===== config.mk =====
export PLATFORM = sky130hd
export DESIGN_NAME = handshake_delay_flat
export DESIGN_NICKNAME = d
export VERILOG_FILES = /design/src/rtl/handshake_delay_if.sv /design/src/rtl/handshake_delay.sv /design/src/flat_wrapper.sv
export SDC_FILE = /design/constraint.sdc
export NUM_CORES = 1
export LEC_CHECK = 0
export CAP_MARGIN = 10
export CELL_PAD_IN_SITES_DETAIL_PLACEMENT = 1
export CELL_PAD_IN_SITES_GLOBAL_PLACEMENT = 1
export CORE_AREA = 4 4 41 43
export CTS_BUF_LIST = sky130_fd_sc_hd__clkbuf_8
export CTS_CLUSTER_SIZE = 40
export DETAILED_ROUTE_END_ITERATION = 8
export DIE_AREA = 0 0 45 47
export DONT_BUFFER_PORTS = 1
export GPL_ROUTABILITY_DRIVEN = 0
export PLACE_DENSITY = 0.32
export SLEW_MARGIN = 20
export SYNTH_ARGS = -nofsm -noshare
export SYNTH_HDL_FRONTEND = slang
export SYNTH_SLANG_ARGS = --single-unit

===== constraint.sdc =====
create_clock -name clk -period 2 [get_ports clk]
set_input_delay 0.1 -clock clk [delete_from_list [all_inputs] [get_ports clk]]
set_output_delay 0.1 -clock clk [all_outputs]
set_load 0.02 [all_outputs]

===== src/rtl/handshake_delay_if.sv =====
// Valid/ready bundle for handshake_delay: producer side (in_*), consumer side (out_*) and occupancy.
// master = the environment driving the block, slave = the delay line itself.
interface handshake_delay_if #(
  parameter int WIDTH  = 1,
  parameter int CYCLES = 1
);
  localparam int CW = (CYCLES < 1) ? 1 : $clog2(CYCLES + 1);

  logic [WIDTH-1:0] in_data;
  logic             in_valid;
  logic             in_ready;
  logic [WIDTH-1:0] out_data;
  logic             out_valid;
  logic             out_ready;
  logic [CW-1:0]    count;

  modport master (
    output in_data, in_valid, out_ready,
    input  in_ready, out_data, out_valid, count
  );

  modport slave (
    input  in_data, in_valid, out_ready,
    output in_ready, out_data, out_valid, count
  );
endinterface


===== src/rtl/handshake_delay.sv =====
// Fixed-latency delay line with valid/ready on both ends; stalls back up only as far
// as the first empty stage, so bubbles collapse and no word is lost or duplicated.
module handshake_delay #(
  parameter int WIDTH  = 1,
  parameter int CYCLES = 1
) (
  input  logic               clk,
  input  logic               rst,
  handshake_delay_if.slave   bus
);
  localparam int CW   = (CYCLES < 1) ? 1 : $clog2(CYCLES + 1);
  localparam int LAST = (CYCLES < 1) ? 0 : CYCLES - 1;
  localparam int NS   = LAST + 1;

  if (CYCLES < 1) begin : g_bad_cycles
    $error("handshake_delay: CYCLES must be >= 1");
  end

  logic [NS-1:0]    v_q, v_d;
  logic [WIDTH-1:0] d_q [NS];
  logic [WIDTH-1:0] d_d [NS];
  logic [NS-1:0]    adv;
  logic [CW-1:0]    count_q, count_d;
  logic             in_xfer, out_xfer;

  // A stage may move when it is empty or the stage ahead of it moves;
  // evaluated from the output end back so out_ready ripples to in_ready.
  always_comb begin
    adv       = '0;
    adv[LAST] = !v_q[LAST] || bus.out_ready;
    for (int i = LAST - 1; i >= 0; i--) begin
      adv[i] = !v_q[i] || adv[i + 1];
    end
  end

  always_comb begin
    v_d = v_q;
    for (int i = 0; i < NS; i++) begin
      d_d[i] = d_q[i];
    end
    if (adv[0]) begin
      v_d[0] = bus.in_valid;
      if (bus.in_valid) begin
        d_d[0] = bus.in_data;
      end
    end
    // Data of an empty stage is don't-care, so it only changes when a word arrives.
    for (int i = 1; i < NS; i++) begin
      if (adv[i]) begin
        v_d[i] = v_q[i - 1];
        if (v_q[i - 1]) begin
          d_d[i] = d_q[i - 1];
        end
      end
    end
  end

  always_comb begin
    in_xfer  = bus.in_valid && adv[0];
    out_xfer = v_q[LAST] && bus.out_ready;
    count_d  = count_q;
    if (in_xfer && !out_xfer) begin
      count_d = count_q + CW'(1);
    end else if (!in_xfer && out_xfer) begin
      count_d = count_q - CW'(1);
    end
  end

  always_ff @(posedge clk) begin
    if (rst) begin
      v_q     <= '0;
      count_q <= '0;
      for (int i = 0; i < NS; i++) begin
        d_q[i] <= '0;
      end
    end else begin
      v_q     <= v_d;
      count_q <= count_d;
      for (int i = 0; i < NS; i++) begin
        d_q[i] <= d_d[i];
      end
    end
  end

  assign bus.in_ready  = adv[0];
  assign bus.out_valid = v_q[LAST];
  assign bus.out_data  = d_q[LAST];
  assign bus.count     = count_q;
endmodule


===== src/flat_wrapper.sv =====
// flat-port wrapper written by rule: the top's interface ports become plain ports
module handshake_delay_flat 
#(
  parameter int WIDTH  = 1,
  parameter int CYCLES = 1
)
  (clk, rst, bus_in_data, bus_in_valid, bus_out_ready, bus_in_ready, bus_out_data, bus_out_valid, bus_count);
  handshake_delay_if #(.WIDTH(WIDTH), .CYCLES(CYCLES)) bus_i ();
  input  logic clk;
  input  logic rst;
  input wire logic [$bits(bus_i.in_data)-1:0] bus_in_data;
  input wire logic [$bits(bus_i.in_valid)-1:0] bus_in_valid;
  input wire logic [$bits(bus_i.out_ready)-1:0] bus_out_ready;
  output wire logic [$bits(bus_i.in_ready)-1:0] bus_in_ready;
  output wire logic [$bits(bus_i.out_data)-1:0] bus_out_data;
  output wire logic [$bits(bus_i.out_valid)-1:0] bus_out_valid;
  output wire logic [$bits(bus_i.count)-1:0] bus_count;
  assign bus_i.in_data = bus_in_data;
  assign bus_i.in_valid = bus_in_valid;
  assign bus_i.out_ready = bus_out_ready;
  assign bus_in_ready = bus_i.in_ready;
  assign bus_out_data = bus_i.out_data;
  assign bus_out_valid = bus_i.out_valid;
  assign bus_count = bus_i.count;
  handshake_delay #(.WIDTH(WIDTH), .CYCLES(CYCLES)) u_core (.clk(clk), .rst(rst), .bus(bus_i));
endmodule

==> impl_metrics.csv <==
group,metric,value,unit
floorplan,rows,13,
global_routing,first_global_vias,123,
yosys,syn_inst,14,
setup_path,cp_data_required_time,2.15,ns
placed_design,dp_cells,29,
yosys,yosysSeqAreaShare,42.5,%
yosys,synth_nets,19,
clock_tree,htree_levels,1,
setup_path,critPathKind,"reg -> reg",
setup_path,path_cells,"nand2b_4 > a21bo_1 > a21oi_2",
clock_tree,clockBufferDepth,2,
setup_path,cp_max_fo,4,
yosys,synth-seq-cells,3,
yosys,synthesis.area,141,um2
sta,maxSlewViolCount,0,
sta,worst_pin_slew,0.352,ns
detailed_routing,vias,119,
finish,nets,25,
global_routing,grt_max_degree,6,
floorplan,initial_core_util,10.9,%
floorplan,die_h,47,um
setup_path,cp.arrival,1.22,ns
detailed_routing,firstDrtPassIters,2,
detailed_routing,viasPerCell,3.50,
sta,relSlewSlack,76.5,%
detailed_routing,drcViolationCount,0,
placed_design,io_buffers,0,
sta,holdWs,0.0194,ns
detailed_routing,wl,353,um
clock_tree,tritoncts,"built",
clock_tree,post_cts.repair.setup_buffers,0,
detailed_routing,ant_nets,0,
worst_hold_path,hold_class,"in -> reg",
global_routing,grt_pass1_wl,579,um
finish,layout_common_cells,"3 x clkbuf_8, 3 x dfxtp_1, 2 x nand3_1, 2 x a21oi_2, 2 x inv_1",
sta,hold_violations,0,
floorplan,ios,9,
clock_tree,cts_made_buffers,3,
finish,antenna_cells,0,
finish,final_cells,34,
job,cap_violations,0,
finish,drive_gt1_share,31.6,%
floorplan,core_area,1300,um2
yosys,yosysUniqueCellTypes,10,
floorplan,die_w,45,um
yosys,synth_warnings,0,
global_routing,globalRouteTotalUtil,4.74,%
clock_tree,cts.sinks,3,
clock_tree,clk_latency,0.21,ns
sta,finalCritPeriodShare,53.6,%
pwr,pwr_density_cell,1210,nW/um2
run_status,status,"completed",
pwr,power_leakage,0.0891,nW
finish,nFillCells,169,
floorplan,die-area,2120,um2
detailed_routing,wire_per_inst,10.4,um
sta,fin_setup_tns,0,ns
sta,clock_skew,0.00264,ns
sta,fin_crit,1.07,ns
detailed_routing,drt_iter0_drc,2,
global_routing,antenna_found_initial,0,
sta,fmax,932,MHz
yosys,avgSynthCellArea,10.1,um2
setup_path,critPathLaunchType,"flip-flop",
global_routing,globalRoute.totalOverflow,0,
clock_tree,clk_pin_slew,0.03,ns
clock_tree,cts-root-buf,"clkbuf_8",
setup_path,slowest_delay,0.52,ns
setup_path,crit_slowest_cell,"dfxtp_1",
setup_path,crit_path_end_kind,"flip-flop",
sta,rsz0062_at_grt,"no",
finish,areaGrowthSynthToFinish,52.2,%
pwr,irDropWorstVdd,376,uV
sta,finalSetupViolCount,0,
-- flip-flops by register name, summed over array words and instances (netlist names) --
name                  flops
u_core.bus.count          1
u_core.bus.out_valid      1
u_core.d_q                1
-- cell families after synthesis --
group	share of synthesized area, %
buffers and inverters	2.65
flip-flops	42.5
AO/OA/AOI/OAI	28.3
AND/OR/NAND/NOR	26.6
-- per-stage QoR --
stage	cell area, um2	total power, mW	worst slack [ns]	utilization [%]
after CTS	215	0.264	0.921	16.5
after detailed placement	160	0.0905	0.926	12.3
after global routing	215	0.276	0.881	16.5
after floorplan	141	0.0876	0.999	-
after global placement	160	0.0903	0.936	12.3
final	215	0.260	0.927	16.5
-- layer usage --
metal / vias up / track usage, % / part of all wire [%]
met5: - / 0 / 0
met4: 0 / 5.26 / 0
met3: 0 / 4.60 / 12
met2: 6 / 4.24 / 42
met1: 54 / 5.44 / 46
li1: 59 / - / -
-- what timing repair did --
| action | 4_1_cts | 5_1_grt |
|---|---|---|
| gates resized for setup | 0 | 0 |
| endpoints found under the hold margin | 3 | 0 |
| hold buffers | 1 | 0 |
-- synthesized netlist by cell type --
cell type	number	area share, %
a21bo_1	1	7.1
a21o_1	1	5.3
a21oi_1	1	3.5
a21oi_2	2	12
dfxtp_1	3	42
inv_1	1	2.7
nand2b_1	1	4.4
nand2b_4	1	9.7
nand3_1	2	7.1
nand3b_1	1	5.3
-- final timing paths --
check / slack, ns / depth (start not counted) / end / start
max: 0.93 / 3 / u_core.d_q[0]$_SDFFE_PP0P_ / u_core.bus.out_valid$_SDFFE_PP0P_
min: 0.02 / 2 / u_core.bus.out_valid$_SDFFE_PP0P_ / bus_in_valid
max reg2reg: 0.93 / 3 / u_core.d_q[0]$_SDFFE_PP0P_ / u_core.bus.out_valid$_SDFFE_PP0P_
min reg2reg: 0.60 / 2 / u_core.bus.count$_SDFFE_PP0P_ / u_core.bus.count$_SDFFE_PP0P_
-- worst max-delay path: cells and delay by family (launching register included) --
family	cells	cell delay (ns)
AND/OR/NAND/NOR	1	0.15
AO/OA/AOI/OAI	2	0.34
flip-flops	1	0.52
-- where the power goes --
part	switching [mW]	internal (mW)	total, mW
Combinational	0.00809	0.00915	0.0172
Clock	0.0374	0.130	0.168
Sequential	0.00981	0.0647	0.0745
Total	0.0553	0.204	0.260
-- cell type report --
cell class                 instances  area, um2  area share [%]
inverter                           1       3.75            1.74
multi-input combinational         10       77.6            36.0
clock inverter                     1       3.75            1.74
sequential                         3       60.1            27.9
clock buffer                       3       41.3            19.2
tap                               15       18.8            8.72
timing repair buffer               1       10.0            4.65
Power figures use the tool's default switching activity.
